## src/rtl/gray_pkg.sv

```systemverilog
// gray_pkg: shared types for the grayscale-core arbiter (FSM states, in-flight tag, ID width helper).
package gray_pkg;
    typedef enum logic {IDLE, XFER} state_e;

    localparam int MAX_ID_W = 2;

    typedef struct packed {
        logic [MAX_ID_W-1:0] id;
        logic                last;
    } tag_t;

    function automatic int id_w(input int n);
        return (n > 1) ? $clog2(n) : 1;
    endfunction
endpackage

```

## src/rtl/gray_tag_fifo.sv

```systemverilog
// gray_tag_fifo: synchronous FIFO of in-flight tags with registered storage and full/empty flags.
module gray_tag_fifo
    import gray_pkg::*;
#(
    parameter int DEPTH = 8
) (
    input  logic clk,
    input  logic rst,
    input  logic push,
    input  logic pop,
    input  tag_t din,
    output tag_t dout,
    output logic full,
    output logic empty
);
    localparam int AW = $clog2(DEPTH);

    tag_t       mem_q [DEPTH];
    logic [AW:0] wr_q, rd_q;
    logic        do_push, do_pop;

    // Pointers carry one wrap bit so full and empty are distinguishable.
    assign empty   = wr_q == rd_q;
    assign full    = (wr_q ^ rd_q) == {1'b1, {AW{1'b0}}};
    assign do_push = push && !full;
    assign do_pop  = pop && !empty;
    assign dout    = mem_q[rd_q[AW-1:0]];

    always_ff @(posedge clk) begin
        if (do_push) mem_q[wr_q[AW-1:0]] <= din;
    end

    always_ff @(posedge clk) begin
        if (rst) begin
            wr_q <= '0;
            rd_q <= '0;
        end else begin
            wr_q <= wr_q + (AW+1)'(do_push);
            rd_q <= rd_q + (AW+1)'(do_pop);
        end
    end
endmodule

```

## src/rtl/gray_arbiter.sv

```systemverilog
// gray_arbiter: packet-granular round-robin sharing of one grayscale core among N_REQ RGB streams;
// a tag FIFO routes the in-order results back to the requester that issued them.
module gray_arbiter
    import gray_pkg::*;
#(
    parameter int DATA_WIDTH = 8,
    parameter int N_REQ      = 2,
    parameter int TAG_DEPTH  = 8,
    localparam int ID_W      = id_w(N_REQ)
) (
    input  logic                          clk,
    input  logic                          rst,
    input  logic [N_REQ*3*DATA_WIDTH-1:0] s_tdata,
    input  logic [N_REQ-1:0]              s_tvalid,
    input  logic [N_REQ-1:0]              s_tlast,
    output logic [N_REQ-1:0]              s_tready,
    output logic [3*DATA_WIDTH-1:0]       c_tdata,
    output logic                          c_tvalid,
    input  logic                          c_tready,
    input  logic [DATA_WIDTH-1:0]         c_rdata,
    input  logic                          c_rvalid,
    output logic                          c_rready,
    output logic [N_REQ*DATA_WIDTH-1:0]   m_tdata,
    output logic [N_REQ-1:0]              m_tvalid,
    output logic [N_REQ-1:0]              m_tlast,
    input  logic [N_REQ-1:0]              m_tready,
    output logic [ID_W-1:0]               grant_id,
    output logic                          busy,
    output logic                          err_orphan
);
    localparam int PW = 3 * DATA_WIDTH;

    state_e          state_q, state_d;
    logic [ID_W-1:0] grant_q, grant_d, last_q, last_d, pick, head_id;
    logic            orphan_q, orphan_d, rst_q, quiet, any_req, issue_ok;
    logic            push, pop, full, empty;
    tag_t            tag_in, head;

    // Outputs stay silent for the reset cycle and the one after it.
    assign quiet = rst | rst_q;

    // Later candidates overwrite earlier ones, so the nearest valid after last_q wins.
    always_comb begin
        pick    = last_q;
        any_req = 1'b0;
        for (int k = N_REQ; k >= 1; k--) begin
            if (s_tvalid[(int'(last_q) + k) % N_REQ]) begin
                pick    = ID_W'((int'(last_q) + k) % N_REQ);
                any_req = 1'b1;
            end
        end
    end

    always_comb begin
        state_d = state_q;
        grant_d = grant_q;
        last_d  = last_q;
        if (state_q == IDLE) begin
            if (any_req) begin
                state_d = XFER;
                grant_d = pick;
                last_d  = pick;
            end
        end else if (push && s_tlast[grant_q]) begin
            state_d = IDLE;
        end
        orphan_d = orphan_q | (!quiet && c_rvalid && empty);
    end

    assign issue_ok = !quiet && state_q == XFER && !full;
    assign c_tdata  = s_tdata[int'(grant_q)*PW +: PW];
    assign c_tvalid = issue_ok && s_tvalid[grant_q];
    assign s_tready = N_REQ'(issue_ok && c_tready) << grant_q;
    assign push     = c_tvalid && c_tready;
    assign tag_in   = '{id: MAX_ID_W'(grant_q), last: s_tlast[grant_q]};

    assign head_id  = ID_W'(head.id);
    assign c_rready = !quiet && (empty ? c_rvalid : m_tready[head_id]);
    assign pop      = c_rvalid && c_rready && !empty;
    assign m_tvalid = (!quiet && !empty && c_rvalid) ? N_REQ'(1) << head_id : '0;
    assign m_tlast  = (!empty && head.last) ? N_REQ'(1) << head_id : '0;
    assign m_tdata  = {N_REQ{c_rdata}};

    assign grant_id   = grant_q;
    assign busy       = !quiet && (state_q == XFER || !empty);
    assign err_orphan = orphan_q;

    always_ff @(posedge clk) begin
        rst_q <= rst;
        if (rst) begin
            state_q  <= IDLE;
            grant_q  <= '0;
            last_q   <= ID_W'(N_REQ - 1);
            orphan_q <= 1'b0;
        end else begin
            state_q  <= state_d;
            grant_q  <= grant_d;
            last_q   <= last_d;
            orphan_q <= orphan_d;
        end
    end

    gray_tag_fifo #(.DEPTH(TAG_DEPTH)) u_tag_fifo (
        .clk   (clk),
        .rst   (rst),
        .push  (push),
        .pop   (pop),
        .din   (tag_in),
        .dout  (head),
        .full  (full),
        .empty (empty)
    );
endmodule

```

## config.mk

```make
export PLATFORM = sky130hd
export DESIGN_NAME = gray_arbiter
export DESIGN_NICKNAME = d
export VERILOG_FILES = /design/src/rtl/gray_pkg.sv /design/src/rtl/gray_tag_fifo.sv /design/src/rtl/gray_arbiter.sv
export SDC_FILE = /design/constraint.sdc
export NUM_CORES = 1
export LEC_CHECK = 0
export BUFFER_PORTS_ARGS = -buffer_cell sky130_fd_sc_hd__buf_2
export CAP_MARGIN = 40
export CORE_MARGIN = 10
export CORE_UTILIZATION = 40
export DETAILED_ROUTE_END_ITERATION = 10
export GPL_TIMING_DRIVEN = 0
export PLACE_DENSITY = 0.76
export SYNTH_ARGS = -nofsm -noshare
export SYNTH_HDL_FRONTEND = slang
export SYNTH_SLANG_ARGS = --single-unit
```

## constraint.sdc

```tcl
create_clock -name clk -period 2.85 [get_ports clk]
set_input_delay 0.285 -clock clk [delete_from_list [all_inputs] [get_ports clk]]
set_output_delay 0.285 -clock clk [all_outputs]
set_load 0.01 [all_outputs]
```

Yosys cells after proc, flatten, opt, wreduce, memory -nomap -nowiden
Memories as Yosys holds them, arrays and structs flattened. A register that Yosys moved wholly into a read port is not among the register bits.
Index checks and enable logic that the tools add are counted.

cells by class
  order comparisons = 4
  eq/ne operators = 2
  add/sub/neg operators = 4
  bitwise operators = 6
  reductions and logical operators = 22
  mux-type cells = 25
  shift operators = 3
  multiply operators = 1

operator list
  operator                                                     count
  indexed part select 48 x 7 -> 24 bit                         1
  2-to-1 mux 1 bit                                             22
  logical AND 1 bit                                            17
  adder 4 x 1 -> 4 bit                                         2
  less-than comparator 2 x 3 -> 1 bit (second input constant)  2
  == test 4 bit                                                1
  == test 4 bit (second input constant)                        1
  less-than comparator 1 x 2 -> 1 bit (second input constant)  2
  2-to-1 mux 2 bit                                             2
  bitwise XOR 4 bit                                            1
  logical NOT 1 bit                                            3
  multiplier 1 x 2 -> 3 bit (second input constant)            1
  2-to-1 mux 3 bit                                             1
  adder 1 bit (second input constant)                          2
  bitwise AND 1 bit (first input constant)                     2
  bitwise OR 1 bit                                             2
  AND reduction 2 bit                                          1
  << shifter 1 x 1 -> 2 bit                                    1
  << shifter 1 x 1 -> 2 bit (first input constant)             1
  logical OR 1 bit                                             1
  NOT 1 bit                                                    1

word-level totals
  memory bits (writable) = 16
  flip-flop bits (word level) = 13
  memories kept = 1
  word-level logic and storage cells = 75
  input port bits = 66

memory list
  memory            words  bits a word  rd ports  clocked after Yosys merged registers in  wr ports  RTL line             source
  u_tag_fifo.mem_q  8      2            1         1                                        1         gray_tag_fifo.sv:18  tag_t mem_q [DEPTH];

Depth between registers and ports, before layout
Gate-level depths: netlist of the first run.

  word-level depth = 9
  gate-level depth with buffers = 9

By module
A second synthesis of the first run with hierarchy kept.

unflattened totals
  cell total of the unflattened synthesis = 170
  area, all modules = 2145.8 µm²

modules (own cells, without submodules)
  module         seq. area each (µm²)  instances  area an instance (µm²)  cells an instance
  gray_tag_fifo  880.8                 1          1396.3                  87
  gray_arbiter   100.1                 1          749.5                   83

Worst setup path after synthesis of the first run
Ideal clock, no wire load.

  path kind = register to register
  start = register u_tag_fifo.rd_q[0]
  end = register u_tag_fifo.rd_q[1]
  buffers on the path = 1
  data arrival time = 2.010 ns
  cell stages (with the launch flop) = 9
  setup slack = 0.713 ns
  cells stage by stage = dfxtp_1 -> buf_6 -> mux4_2 -> mux2i_4 -> mux2i_1 -> nor2_1 -> ha_1 -> ha_1 -> nor2b_1

between the ends
  cells in the longest elaborated chain, start to end = 7
  elaborated cells between the ends (all ways) = 8

ends and longest elaborated chain
  item                             RTL line             source
  from (decl)                      gray_tag_fifo.sv:19  logic [AW:0] wr_q, rd_q;
  from (signal assigned)           gray_tag_fifo.sv:39  rd_q <= rd_q + (AW+1)'(do_pop);
  == test 4 bit                    gray_tag_fifo.sv:23  assign empty = wr_q == rd_q;
  2-to-1 mux 1 bit                 gray_arbiter.sv:78   assign c_rready = !quiet && (empty ? c_rvalid : m_tready[head_id]);
  logical AND 1 bit                gray_arbiter.sv:78
  logical AND 1 bit (2 in series)  gray_arbiter.sv:79   assign pop = c_rvalid && c_rready && !empty;
  logical AND 1 bit                gray_tag_fifo.sv:26  assign do_pop = pop && !empty;
  adder 4 x 1 -> 4 bit (*)         gray_tag_fifo.sv:39

Every way passes the cells marked *; elsewhere a longest branch is shown, timed or not.
A chain may end at the register's enable or synchronous reset.

Final worst setup path of the first run
  start = register grant_q, in the netlist grant_id
  end = output port c_tdata[12]

between the ends
  cells in the longest elaborated chain, start to end = 2

ends and longest elaborated chain
  item                                  RTL line            source
  from (decl)                           gray_arbiter.sv:34  logic [ID_W-1:0] grant_q, grant_d, last_q, last_d, pick, head_id;
  from (signal assigned)                gray_arbiter.sv:97  grant_q <= grant_d;
  multiplier 1 x 2 -> 3 bit             gray_arbiter.sv:71  assign c_tdata = s_tdata[int'(grant_q)*PW +: PW];
  indexed part select 48 x 7 -> 24 bit  gray_arbiter.sv:71
  to (decl)                             gray_arbiter.sv:17  output logic [3*DATA_WIDTH-1:0] c_tdata,

Every way passes these cells.

==> metrics.yaml, run 1 <==
placed_design:
  port_buffers: 108
  gp_congestion: 0.766
  hpwl_um: 4050
  post_dp_cell_area_mm2: 0.00240
setup_path:
  cp_cell_sequence: "buf_2, buf_1, mux2_2, buf_2"
  crit_family: "buffers and inverters"
  crit_top_cell: "buf_2"
  worstPathArrival_ps: 2110
  ff2ff_path_depth: 8
  rr_startpoint: "u_tag_fifo.rd_q[0]"
  worst_setup_path_start_kind: "register"
  end_kind: "output pin"
  worst_ep_required_time_ps: 2570
  critPathMaxFanout: 11
  critPathMaxStageDelay_ps: 560
  path_buf_inv: 3
  path_class: "reg -> out"
  cp_slowest_cell: "dfxtp_1"
  r2r_slack_ps: 550
  r2r_end: "u_tag_fifo.rd_q[1]"
yosys:
  ys_ff_latch: 29
  ys_async_sr_fraction_pct: 0
  synth_edf_count: 16
  yosys_most_used_dff: "edfxtp_1"
  syn_area_per_cell_um2: 11.6
  seq_area_frac_synth_pct: 41.4
  syn_area_mm2: 0.00179
  synthDistinctLibCells: 36
  synth_cells: 155
  synth_fp_nets: 225
  synth_warnings: 0
floorplanning:
  initial_core_util_pct: 41.1
  pin_count: 117
  core_area_mm2: 0.00435
  dieArea_mm2: 0.00755
  die_y_um: 86.9
  fp-row-count: 24
  die_x_um: 86.9
power:
  ir_worst_vdd_mv: 0.190
  p_leak_uw: 0.00118
  powerDensity_mw_per_mm2: 429
global_routing:
  antenna_found_initial: 0
  gr-total-overflow: 0
  grt_pass1_vias: 1704
  track_usage_pct: 11.9
  grt_pass1_wl_um: 7400
  grt_max_degree: 12
sta:
  fin_tns_setup_ps: 0
  relSlewSlack_pct: 67.4
  period_share_pct: 83.9
  worstMarginPinSlew_ps: 486
  timing.final.hold_violations: 0
  finClkSkew_ps: 4.52
  drv_slew: 0
  period_minus_slack_ps: 2390
  rsz0062_at_grt: "false"
  setup_viol: 0
  fmax_ghz: 0.418
clock_tree:
  clk_latency_ps: 280
  clock_path_buffers: 2
  cts-root-buf: "clkbuf_8"
  cts_buffers: 5
  cts_sinks: 29
  cts_hold_buf: 0
  cts_setup_buffers: 0
  cts_resized: 0
  htreeDepth: 2
  cts.clk_slew.worst_paths_ps: 60
  cts_tree: "yes"
finish:
  n_fill_cell: 369
  regArea_um2: 741
  final_nets: 340
  drive_above_1_share_pct: 62.0
  final_cell_area_mm2: 0.00252
  multi_input_area_um2: 871
  area_delta_synth_final_pct: 40.7
  final_core_util_pct: 57.9
  diodes: 0
hold_path:
  hold_start: "rst"
  timing.hold.worst_path_depth: 1
  min_path_type: "in -> reg"
  hold_end: "rst_q"
route:
  ant_nets: 0
  routed_wl_um: 4850
  via_per_inst: 4.85
  wl_per_cell_um: 15.0
  drc: 0
  drt_first_pass_iters: 4
  dr.first_iter.drc_count: 42
  vias: 1568
job:
  maxCapViolations: 0
status:
  outcome: "completed"
[worst max-delay path by stage]
stage | startpoint | to | slack, ps | cells past startpoint
finish | grant_id | c_tdata[12] | 460 | 4
global route | grant_id | c_tdata[20] | 260 | 4
CTS | grant_id | c_tdata[0] | 400 | 4
detailed placement | u_tag_fifo.rd_q[0] | u_tag_fifo.rd_q[1] | 540 | 8
global placement | u_tag_fifo.rd_q[0] | u_tag_fifo.rd_q[1] | 590 | 8
floorplan | u_tag_fifo.rd_q[0] | u_tag_fifo.rd_q[1] | 710 | 8
[power by group]
| group | switching, uW | internal, uW | leakage [uW] | total (uW) |
|---|---|---|---|---|
| Clock | 156 | 276 | 0.0000645 | 432 |
| Combinational | 85.1 | 109 | 0.000860 | 194 |
| Sequential | 6.51 | 448 | 0.000251 | 454 |
| Total | 248 | 833 | 0.00118 | 1080 |
[final cells by class]
| type | instances | share of cell area, % |
|---|---|---|
| clock inverters | 1 | 0.199 |
| flip-flops and latches | 29 | 29.4 |
| inverters | 5 | 0.745 |
| plain buffers | 24 | 6.36 |
| repair buffers | 108 | 21.4 |
| well taps | 52 | 2.58 |
| clock buffers | 7 | 4.72 |
| multi-input cells | 97 | 34.6 |
[cell families (layout without fill, tap and decap cells)]
group           Yosys count  in the layout  synth area share [%]
compound gates           11             11                  5.45
xor+xnor                  8              8                  3.91
fa+ha+maj                 4              4                  2.80
buf+inv                  29            145                  9.99
flops                    29             29                  41.4
mux                      33             33                  24.2
simple gates             41             41                  12.3
[cells in the mapped netlist, drive strengths merged, types with 3 or more instances]
cell	n	share of area [%]
a21oi	3	0.84
buf	21	8.3
clkbuf	3	0.63
dfxtp	13	15
edfxtp	16	27
ha	4	2.8
inv	5	1.0
mux2	26	16
mux2i	3	2.4
mux4	4	5.5
nand2	4	0.84
nand3	4	1.1
nor2	14	2.9
nor2b	5	1.7
nor3	3	0.84
nor4	4	1.4
xnor2	6	2.9
[metal layers]
| metal | global-route usage (%) | part of all wire, % | vias up | wire, um |
|---|---|---|---|---|
| li1 | - | - | 771 | - |
| met2 | 20.9 | 52 | 75 | 2530 |
| met5 | 0 | 0 | - | 0 |
| met1 | 11.3 | 35 | 710 | 1710 |
| met3 | 5.90 | 11 | 12 | 535 |
| met4 | 5.60 | 1.7 | 0 | 82 |
[sequential cells by signal, indices dropped and copies added (netlist names)]
name,count
err_orphan,1
grant_id,1
last_q,1
rst_q,1
state_q,1
u_tag_fifo.mem_q,16
u_tag_fifo.rd_q,4
u_tag_fifo.wr_q,4
[worst reg2reg max path, delay by kind of cell, from the launching register on]
kind,cells,cell delay (ps)
fa+ha+maj,2,460
buf+inv,1,140
flops,1,350
mux,3,1010
simple gates,2,210
[cells in the final DEF, fill, tap and decap left out, types with 2 or more instances in the layout]
cell,n
dfxtp_1,13
inv_1,4
xor2_1,2
buf_2,110
clkbuf_8,5
mux2_2,26
clkbuf_1,3
edfxtp_1,16
nor4b_2,2
nor2_1,14
buf_1,2
mux4_2,2
nand2_1,4
nand2b_1,2
a21oi_1,3
mux4_1,2
nor4_1,4
xnor2_1,6
o21a_1,2
mux2i_1,2
buf_4,16
nor2b_1,5
ha_1,4
clkbuf_16,2
nand3_1,4
nor3_1,3
[per-stage QoR]
step           hold WS, ps  worst slack, ps  total power [uW]  std cells
2_1_floorplan          313              713               568        155
3_3_place_gp           448              585               657        315
3_5_place_dp           447              535               661        315
4_1_cts                153              400              1090        323
5_1_grt                166              263              1130        323
6_report               158              458              1080        323
(Power assumes the default switching activity.)
==> inputs of run 2 (changes only) <==
--- a/config.mk
+++ b/config.mk
@@ -5,13 +5,14 @@
 export SDC_FILE = /design/constraint.sdc
 export NUM_CORES = 1
 export LEC_CHECK = 0
+export ABC_AREA = 1
 export BUFFER_PORTS_ARGS = -buffer_cell sky130_fd_sc_hd__buf_2
 export CAP_MARGIN = 40
 export CORE_MARGIN = 10
-export CORE_UTILIZATION = 40
+export CORE_UTILIZATION = 38
 export DETAILED_ROUTE_END_ITERATION = 10
 export GPL_TIMING_DRIVEN = 0
-export PLACE_DENSITY = 0.76
+export PLACE_DENSITY = 0.75
 export SYNTH_ARGS = -nofsm -noshare
 export SYNTH_HDL_FRONTEND = slang
 export SYNTH_SLANG_ARGS = --single-unit
==> constraint.sdc (replaced) <==
create_clock -name clk -period 2 [get_ports clk]
set_input_delay 0.2 -clock clk [delete_from_list [all_inputs] [get_ports clk]]
set_output_delay 0.2 -clock clk [all_outputs]
set_load 0.01 [all_outputs]
==> run 2 against run 1 <==
Against the previous run:
- final cell count grew 31%
- cell area is 2.2% higher
- sequential share of layout area fell by 0.34 points
- highest routed layer unchanged
- utilization decreased by 2.6 points
- non-clock buffer count is 3 higher
- first-iteration DRC count grew 86%
- critical path type unchanged
- combinational power up 60%
==> metrics.yaml, run 2 <==
route:
  routed_wl_um: 5770  # +19%
  dr.first_iter.drc_count: 78  # +86%
  wl_per_cell_um: 13.6  # -9.5%
  ant_nets: 0  # unchanged
  vias: 2008  # +28%
  drt_first_pass_iters: 4  # unchanged
  via_per_inst: 4.74  # -2.4%
  drc: 0  # unchanged
global_routing:
  grt_pass1_wl_um: 8890  # +20%
  track_usage_pct: 14.0  # +2.1 points
  grt.busiest_layer: "met2"
  grt_use_met1_pct: 13.9  # +2.7 points
  grt_max_degree: 12  # unchanged
  grt_pass1_vias: 2073  # +22%
  grt_use_met3_pct: 7.93  # +2.0 points
  antenna_found_initial: 0  # unchanged
  use_met2_pct: 24.1  # +3.3 points
  gr-total-overflow: 0  # unchanged
yosys:
  yosysTopAreaCellShare_pct: 26.6  # -0.26 points
  synth_cells: 252  # +63%
  synth.most_common_cell: "nand2_1"
  yosysTopAreaCell: "edfxtp_1"
  ys_ff_latch: 29  # unchanged
  synth_area_leaders: "edfxtp_1, nand2_1, dfxtp_1"
  synthDistinctLibCells: 29  # -19%
  syn_area_mm2: 0.00181  # +0.98%
  synth_edf_count: 16  # unchanged
  ys_async_sr_fraction_pct: 0  # unchanged
  seq_area_frac_synth_pct: 41.0  # -0.40 points
  yosys_most_used_dff: "edfxtp_1"
  synth_fp_nets: 322  # +43%
  synth_warnings: 0  # unchanged
  syn_area_per_cell_um2: 7.17  # -38%
  ys_top_cells_by_count: "nand2_1, nor2_1, buf_4"
finish:
  drive_above_1_share_pct: 43.0  # -19 points
  area_delta_synth_final_pct: 42.4
  final_core_util_pct: 55.2  # -2.6 points
  diodes: 0  # unchanged
  n_fill_cell: 444  # +20%
  final_nets: 439  # +29%
  multi_input_area_um2: 861  # -1.1%
  regArea_um2: 748  # +1.0%
  largest_reg_flops: 16  # unchanged
  final_common_cell: "buf_2"
  final_cell_mix: "buf_2, nand2_1, nor2_1"
clock_tree:
  cts.clk_slew.worst_paths_ps: 60  # about the same
  cts_hold_buf: 0  # unchanged
  clock_path_buffers: 2  # unchanged
  cts_sinks: 29  # unchanged
  cts_buffers: 5  # unchanged
  cts-root-buf: "clkbuf_8"
  cts_tree: "yes"
  htreeDepth: 2  # unchanged
  clk_latency_ps: 280  # about the same
sta:
  setup_viol: 0  # unchanged
  rsz0062_at_grt: "true"
  worstMarginPinSlew_ps: 443  # -43.0 ps
  period_share_pct: 93.7
  finClkSkew_ps: 6.71  # +2.19 ps
  period_minus_slack_ps: 1870
  relSlewSlack_pct: 70.2  # +2.8 points
  timing.final.hold_violations: 0  # unchanged
  drv_slew: 0  # unchanged
  fmax_ghz: 0.534
floorplanning:
  dieArea_mm2: 0.00792  # +4.8%
  die_x_um: 89.0  # +2.4%
  die_y_um: 89.0  # +2.4%
  fp-row-count: 25  # +4.2%
  initial_core_util_pct: 38.8  # -2.3 points
  pin_count: 117  # unchanged
  core_area_mm2: 0.00466  # +7.0%
placed_design:
  hpwl_um: 4760  # +17%
  gp_congestion: 0.840  # +9.7%
  port_buffers: 108  # unchanged
power:
  total_power_uw: 1480  # +37%
  p_leak_uw: 0.00136  # +16%
  powerDensity_mw_per_mm2: 575  # +34%
  ir_worst_vdd_mv: 0.300  # +58%
setup_path:
  worst_setup_path_start_kind: "register"
  path_class: "reg -> out"
  critPathMaxFanout: 10  # -1
  end_kind: "output pin"
  worst_ep_required_time_ps: 1800  # -770 ps
  worstPathArrival_ps: 1670  # -440 ps
status:
  outcome: "completed"
job:
  maxCapViolations: 0  # unchanged
hold_path:
  min_path_type: "in -> reg"
==> run 2: worst paths after layout <==
kind	from	endpoint	slack (ps)	depth (start not counted)
setup / recovery	u_tag_fifo.rd_q[0]	c_rready	130	11
hold / removal	rst	rst_q	30	1
setup reg to reg	u_tag_fifo.rd_q[0]	u_tag_fifo.rd_q[2]	140	11
hold reg to reg	last_q	last_q	470	2
==> run 2: layout make-up <==
cell class | count | area share, %
clock buffers | 7 | 3.74
well taps | 54 | 2.62
repair buffers | 110 | 21.6
multi-input cells | 180 | 33.4
clock inverters | 1 | 0.194
plain buffers | 25 | 6.66
inverters | 18 | 2.72
flip-flops and latches | 29 | 29.1
==> run 2: worst max-delay path: stages (launching register included) <==
cell	delay (ps)
dfxtp_1	350
buf_6	160
nor2_1	50
nor2_1	90
o21ai_1	90
o211ai_1	110
nand2_1	140
nand2_1	110
nand3_1	80
nand2_1	60
inv_1	30
buf_2	130
==> run 2: per-stage QoR <==
stage / hold WS (ps) / cell area (um^2) / worst slack [ps] / instances / TNS, ps
final: 26.5 / 2570 / 126 / 424 / 0
after global routing: 37.9 / 2570 / -39.0 / 424 / -82.3
after CTS: 24.1 / 2520 / 33.4 / 422 / 0
after detailed placement: 316 / 2420 / -153 / 414 / -1280
after global placement: 313 / 2420 / -120 / 414 / -637
after floorplan: 228 / 1810 / 164 / 252 / 0
==> run 2: timing repair <==
action,4_1_cts,5_1_grt
resized for setup,3,17
cloned,0,0
pin swaps,0,2
endpoints found under the hold margin,0,0
setup buffers,0,2
setup endpoints to repair,43,36
==> run 2: cells by family after synthesis <==
family,synth area share (%)
and+or+nand+nor,34.9
buffers and inverters,12.8
DFF,41.0
AOI/OAI and AO/OA,7.61
adders and majority gates,2.77
xor gates and xnor gates,0.969
==> run 2: report_power, final <==
group          leakage [uW]  switching [uW]  internal (uW)  total [uW]
sequential         0.000254            6.98            640         647
clock             0.0000542             213            310         523
combinational       0.00106             167            144         310
total               0.00136             386           1090        1480
==> run 2: routing by layer <==
| layer | share of wire, % | up-vias |
|---|---|---|
| li1 | - | 1031 |
| met1 | 37 | 871 |
| met2 | 49 | 99 |
| met3 | 13 | 7 |
| met4 | 1.3 | 0 |
| met5 | 0 | - |
